$ cat config.mk
export PLATFORM = sky130hd
export DESIGN_NAME = fetch_stage
export DESIGN_NICKNAME = d
export VERILOG_FILES = /design/src/rtl/pipeline_pkg.sv /design/src/rtl/if_id_reg.sv /design/src/rtl/fetch_stage.sv
export SDC_FILE = /design/constraint.sdc
export NUM_CORES = 1
export LEC_CHECK = 0
export ABC_CLOCK_PERIOD_IN_PS = 3000
export BUFFER_PORTS_ARGS = -buffer_cell sky130_fd_sc_hd__buf_2
export CAP_MARGIN = 20
export CELL_PAD_IN_SITES_DETAIL_PLACEMENT = 2
export CELL_PAD_IN_SITES_GLOBAL_PLACEMENT = 2
export CORE_AREA = 2 2 167 128
export CTS_CLUSTER_SIZE = 20
export DETAILED_ROUTE_END_ITERATION = 6
export DIE_AREA = 0 0 169 130
export PLACE_DENSITY = 0.75
export SLEW_MARGIN = 20
export SYNTH_ARGS = -nofsm -noshare
export SYNTH_HDL_FRONTEND = slang
export SYNTH_SLANG_ARGS = --single-unit
export TNS_END_PERCENT = 50
$ cat constraint.sdc
create_clock -name clk -period 3 [get_ports clk]
set_clock_uncertainty 0.2 [all_clocks]
set_input_delay 0.45 -clock clk [delete_from_list [all_inputs] [get_ports clk]]
set_output_delay 0.45 -clock clk [all_outputs]
set_load 0.01 [all_outputs]
$ cat src/rtl/pipeline_pkg.sv
// Shared definitions for the 5-stage MIPS-subset pipeline: widths, reset PC,
// NOP encoding, opcode constants and fetch-decision encoding.
package pipeline_pkg;

   localparam int unsigned ADDR_W   = 32;
   localparam int unsigned INSTR_W  = 32;
   localparam int unsigned OPCODE_W = 6;
   localparam int unsigned PC_STEP  = 4;

   localparam logic [ADDR_W-1:0]  RESET_PC  = 32'h0000_0000;
   localparam logic [INSTR_W-1:0] NOP_INSTR = 32'h0000_0000;

   localparam logic [OPCODE_W-1:0] OP_RTYPE = 6'h00;
   localparam logic [OPCODE_W-1:0] OP_J     = 6'h02;
   localparam logic [OPCODE_W-1:0] OP_BEQ   = 6'h04;
   localparam logic [OPCODE_W-1:0] OP_BNE   = 6'h05;
   localparam logic [OPCODE_W-1:0] OP_ADDI  = 6'h08;
   localparam logic [OPCODE_W-1:0] OP_LW    = 6'h23;
   localparam logic [OPCODE_W-1:0] OP_SW    = 6'h2B;
   localparam logic [OPCODE_W-1:0] OP_HLT   = 6'h3F;

   // What the fetch stage does in a given cycle, in priority order.
   typedef enum logic [1:0] {
      FETCH_HALT     = 2'd0,
      FETCH_STALL    = 2'd1,
      FETCH_REDIRECT = 2'd2,
      FETCH_ADVANCE  = 2'd3
   } fetch_act_e;

   function automatic logic [OPCODE_W-1:0] opcode_of(input logic [INSTR_W-1:0] instr);
      return instr[INSTR_W-1 -: OPCODE_W];
   endfunction

endpackage

$ cat src/rtl/if_id_reg.sv
// Generic pipeline register holding an instruction, its PC+4 and a valid bit;
// flush dominates hold, and a plain load always marks the entry valid.
module if_id_reg #(
   parameter int unsigned ADDR_W = 32
) (
   input  logic                clk,
   input  logic                rst_n,
   input  logic                hold,
   input  logic                flush,
   input  logic [31:0]         d_instr,
   input  logic [ADDR_W-1:0]   d_pc4,
   output logic [31:0]         q_instr,
   output logic [ADDR_W-1:0]   q_pc4,
   output logic                q_valid
);
   import pipeline_pkg::*;

   logic [31:0]       instr_q, instr_d;
   logic [ADDR_W-1:0] pc4_q, pc4_d;
   logic              valid_q, valid_d;

   // Next-state selection: flush > hold > load.
   always_comb begin
      instr_d = instr_q;
      pc4_d   = pc4_q;
      valid_d = valid_q;
      if (flush) begin
         instr_d = NOP_INSTR;
         pc4_d   = '0;
         valid_d = 1'b0;
      end else if (!hold) begin
         instr_d = d_instr;
         pc4_d   = d_pc4;
         valid_d = 1'b1;
      end
   end

   always_ff @(posedge clk or negedge rst_n) begin
      if (!rst_n) begin
         instr_q <= NOP_INSTR;
         pc4_q   <= '0;
         valid_q <= 1'b0;
      end else begin
         instr_q <= instr_d;
         pc4_q   <= pc4_d;
         valid_q <= valid_d;
      end
   end

   assign q_instr = instr_q;
   assign q_pc4   = pc4_q;
   assign q_valid = valid_q;

endmodule

$ cat src/rtl/fetch_stage.sv
// Instruction-fetch stage: owns the PC, drives instruction memory and feeds the
// IF/ID register; handles stall, redirect, permanent halt and a fetch counter.
module fetch_stage #(
   parameter int unsigned          ADDR_W   = pipeline_pkg::ADDR_W,
   parameter logic [ADDR_W-1:0]    RESET_PC = ADDR_W'(pipeline_pkg::RESET_PC),
   parameter int unsigned          CNT_W    = 32
) (
   input  logic                clk,
   input  logic                rst_n,
   output logic [ADDR_W-1:0]   imem_addr,
   output logic                imem_en,
   input  logic [31:0]         imem_rdata,
   input  logic                stall,
   input  logic                redirect_valid,
   input  logic [ADDR_W-1:0]   redirect_pc,
   input  logic                halt,
   output logic [31:0]         if_id_instr,
   output logic [ADDR_W-1:0]   if_id_pc4,
   output logic                if_id_valid,
   output logic                halted,
   output logic [CNT_W-1:0]    fetch_count
);
   import pipeline_pkg::*;

   logic [ADDR_W-1:0] pc_q, pc_d;
   logic              halted_q, halted_d;
   logic [CNT_W-1:0]  cnt_q, cnt_d;
   logic [ADDR_W-1:0] pc_plus4_c;
   logic [ADDR_W-1:0] redirect_aligned_c;
   logic              cnt_full_c;
   fetch_act_e        act_c;
   logic              ifid_hold_c;
   logic              ifid_flush_c;

   assign pc_plus4_c         = pc_q + ADDR_W'(PC_STEP);
   assign redirect_aligned_c = {redirect_pc[ADDR_W-1:2], 2'b00};
   assign cnt_full_c         = (cnt_q == {CNT_W{1'b1}});

   // Priority: halted/halt > stall > redirect > advance.
   always_comb begin
      act_c = FETCH_ADVANCE;
      if (halted_q || halt) begin
         act_c = FETCH_HALT;
      end else if (stall) begin
         act_c = FETCH_STALL;
      end else if (redirect_valid) begin
         act_c = FETCH_REDIRECT;
      end
   end

   always_comb begin
      pc_d         = pc_q;
      halted_d     = halted_q;
      cnt_d        = cnt_q;
      ifid_hold_c  = 1'b0;
      ifid_flush_c = 1'b0;
      unique case (act_c)
         FETCH_HALT: begin
            halted_d     = 1'b1;
            ifid_flush_c = 1'b1;
         end
         FETCH_STALL: begin
            ifid_hold_c = 1'b1;
         end
         FETCH_REDIRECT: begin
            pc_d         = redirect_aligned_c;
            ifid_flush_c = 1'b1;
         end
         FETCH_ADVANCE: begin
            pc_d = pc_plus4_c;
            if (!cnt_full_c) begin
               cnt_d = cnt_q + CNT_W'(1);
            end
         end
         default: begin
            ifid_hold_c = 1'b1;
         end
      endcase
   end

   always_ff @(posedge clk or negedge rst_n) begin
      if (!rst_n) begin
         pc_q     <= RESET_PC;
         halted_q <= 1'b0;
         cnt_q    <= '0;
      end else begin
         pc_q     <= pc_d;
         halted_q <= halted_d;
         cnt_q    <= cnt_d;
      end
   end

   if_id_reg #(
      .ADDR_W (ADDR_W)
   ) u_if_id (
      .clk     (clk),
      .rst_n   (rst_n),
      .hold    (ifid_hold_c),
      .flush   (ifid_flush_c),
      .d_instr (imem_rdata),
      .d_pc4   (pc_plus4_c),
      .q_instr (if_id_instr),
      .q_pc4   (if_id_pc4),
      .q_valid (if_id_valid)
   );

   assign imem_addr   = pc_q;
   assign imem_en     = !halted_q && !stall;
   assign halted      = halted_q;
   assign fetch_count = cnt_q;

endmodule

==> results.md <==
* Avg WL per Cell at 20.3 um
* Site row count at 46
* Most used DFF post-synth: dfrtp_1
* GR Util All Layers at 0.202
* Yosys Warn Count at 0
* First-pass GRT wire length at 34400 um
* Max-slew violation count at 0
* Clock Pin Slew Worst Setup and Hold Paths at 0.06 ns
* Minimum clock period at 2.67 ns
* Worst-Margin Slew at 0.631 ns
* Fin nets at 848
* CP delay by family, top: simple AND/OR/NAND/NOR gates
* Fillers at 2280
* Fmax at 374 MHz
* Setup_tns at 0 ns
* Via density at 5.16
* Pwr per Cell Area at 529 mW/mm2
* Register area share after synthesis at 0.527
* Data required time of the worst path at 3.10 ns
* Clock Tree Root: clkbuf_16
* Critical-path top delay cell: or4_1
* Critical path fanouts, max at 11
* Vias after detailed routing at 5441
* Post-route DRC at 0
* Initial Util at 0.291
* H-Tree Depth at 4
* Detailed Place HPWL at 15400 um
* #FFs+latches synth at 126
* Worst path cell trace: nand4_1 -> or4_1 -> or4_1 -> xor2_1 -> o21ai_1
* Total I/O pin count at 200
* Clk sinks at 126
* GRT overflow at 0
* DIE AREA at 0.0220 mm2
* Lkg Pwr at 3.77 nW
* Worst slew margin at 0.575
* Post-Syn Area at 0.00599 mm2
* Critical Path AT at 2.77 ns
* CTS tree: done
* Total CTS buffers at 17
* Ant diodes at 0
* Vias in the first global route at 5936
* Post-route non-filler standard cell count at 1054
* Post-Place Cells at 1021
* Post-synthesis async set-or-reset flop share at 1.00
* Clk_lat worst skew at 0.43 ns
* Core ar. at 0.0206 mm2
* I/O Buffers at 193
* Post-Synthesis Cells at 587
* Status: finished clean
* Number of max-cap violations at 0
* Endpoints failing setup at 0
* Syn Area/Cell at 10.2 um2
* Worst Setup Path Type: reg -> reg
* Layout cells sized above 1 at 0.325
* Initial antenna violation count at 0
* DRT antenna net count at 0
* RePlAce Congestion at 0.773
* Peak VDD IR at 0.250 mV
* Placed Area at 0.00729 mm2
* Die width at 169 um
* Final WL at 21400 um
* Most frequent CP cell: or4_1
* Startpoint types: flop
* Setup bufs post-CTS at 0
* Hold Vio Cnt, Final at 0
* EDFF count, synth at 0
* Die span in y at 130 um
* CP Capture Type: flop
* # resized after CTS at 0
* Hold_buf cts at 1
* Worst hold path class: in -> reg
* Pin count of the biggest net entering global routing at 64
* Drt initial violations at 192
* Design area at 0.00788 mm2
* Buffers & Inverters on Critical Path at 0
* Max stage delay on crit path at 0.79 ns
* Final period utilization at 0.891
* DR pass1 iterations at 4
* CTS max path bufs at 2
* Area grow syn2layout at 31.7%
* Unrepaired setup endpoints after global routing: no
* Synth unique cells at 48
sequential cells by signal (all words and copies together), names as in the netlist:
name             flops
u_if_id.q_instr     32
imem_addr           30
u_if_id.q_valid      1
halted               1
u_if_id.q_pc4       30
fetch_count         32
layer usage:
metal,up-vias,share of wire,GRT usage
li1,2498,-,-
met1,2794,0.46,0.271
met2,124,0.48,0.329
met3,25,0.045,0.0485
met4,0,0.015,0.0578
met5,-,0,0
final timing paths:
kind / start / slack (ns) / endpoint / depth (start not counted)
hold / removal: imem_rdata[27] / 0.04 / u_if_id.q_instr[27] / 2
hold reg to reg: u_if_id.q_valid / 0.27 / u_if_id.q_valid / 2
min in group asynchronous: rst_n / 0.34 / fetch_count[29] / 2
setup / recovery: imem_addr[8] / 0.33 / u_if_id.q_pc4[31] / 5
setup reg to reg: imem_addr[8] / 0.33 / u_if_id.q_pc4[31] / 5
max in group asynchronous: rst_n / 1.41 / u_if_id.q_instr[29] / 3
power by group:
part           total (mW)  leakage [nW]  switching [mW]  internal (mW)
registers            1.80          1.71          0.0649           1.73
logic               0.279          1.78           0.161          0.118
clock network        2.09         0.279           0.899           1.19
metrics by stage:
| stage | total power [mW] | hold slack [ns] | utilization | setup slack, ns |
|---|---|---|---|---|
| after floorplan | 1.94 | -0.0456 | - | 0.463 |
| after CTS | 4.23 | 0.0220 | 0.383 | 0.274 |
| final | 4.17 | 0.0446 | 0.383 | 0.326 |
| after global routing | 4.34 | 0.0297 | 0.383 | 0.164 |
| after detailed placement | 2.11 | 0.228 | 0.354 | 0.155 |
| after global placement | 2.09 | 0.216 | 0.354 | 0.282 |
layout make-up:
| cell class | count | area [um2] | share of cell area |
|---|---|---|---|
| clock buffers | 18 | 439 | 0.0557 |
| clock inverters | 14 | 145 | 0.0184 |
| inverters | 8 | 30.0 | 0.00381 |
| multi-input cells | 414 | 2650 | 0.336 |
| flip-flops and latches | 126 | 3150 | 0.400 |
| well taps | 264 | 330 | 0.0419 |
| repair buffers | 210 | 1140 | 0.145 |
placed cells by master (no fill, tap or decap), types with 4 or more instances in the layout:
cell,synthesis,final
o22ai_1,7,7
dfrtp_1,126,126
a21oi_1,22,22
xor2_1,11,11
o21ai_1,5,5
conb_1,1,4
nor3_1,9,9
o2bb2ai_1,4,4
and2_1,4,4
nand4_1,21,21
inv_6,0,7
a31oi_1,7,7
nor4_1,8,8
buf_4,4,13
o21a_1,6,6
a2bb2oi_1,6,6
nor2_1,30,27
a22o_1,35,35
nand3_1,25,25
and3_1,12,12
buf_2,1,192
clkbuf_16,0,17
and4_1,6,6
o21ai_0,43,43
xnor2_1,47,47
inv_1,8,8
o22a_1,6,6
nand2_1,65,65
logic make-up (layout without fill, tap and decap cells):
logic type | count (synthesis) | in the layout | synth area share
compound gates | 150 | 150 | 0.169
xor+xnor | 58 | 58 | 0.0848
fa+ha+maj | 2 | 2 | 0.00418
buf+inv | 50 | 250 | 0.0353
flops | 126 | 126 | 0.527
mux | 4 | 4 | 0.00690
other cells | 1 | 4 | 0.000626
simple gates | 196 | 196 | 0.172
cells in the mapped netlist (all sizes together), types with 7 or more instances:
cell type | count | area (um2)
nand3 | 25 | 125
and3 | 12 | 75.1
xor2 | 11 | 96.3
a21oi | 22 | 110
nor3 | 13 | 91.3
nand4 | 21 | 131
a31oi | 7 | 43.8
inv | 8 | 30.0
dfrtp | 126 | 3150
o22ai | 7 | 43.8
a22o | 35 | 307
nor4 | 8 | 50.1
clkbuf | 36 | 135
o21ai | 48 | 240
nand2 | 65 | 244
xnor2 | 47 | 412
nor2 | 30 | 113
(Power assumes the default switching activity.)
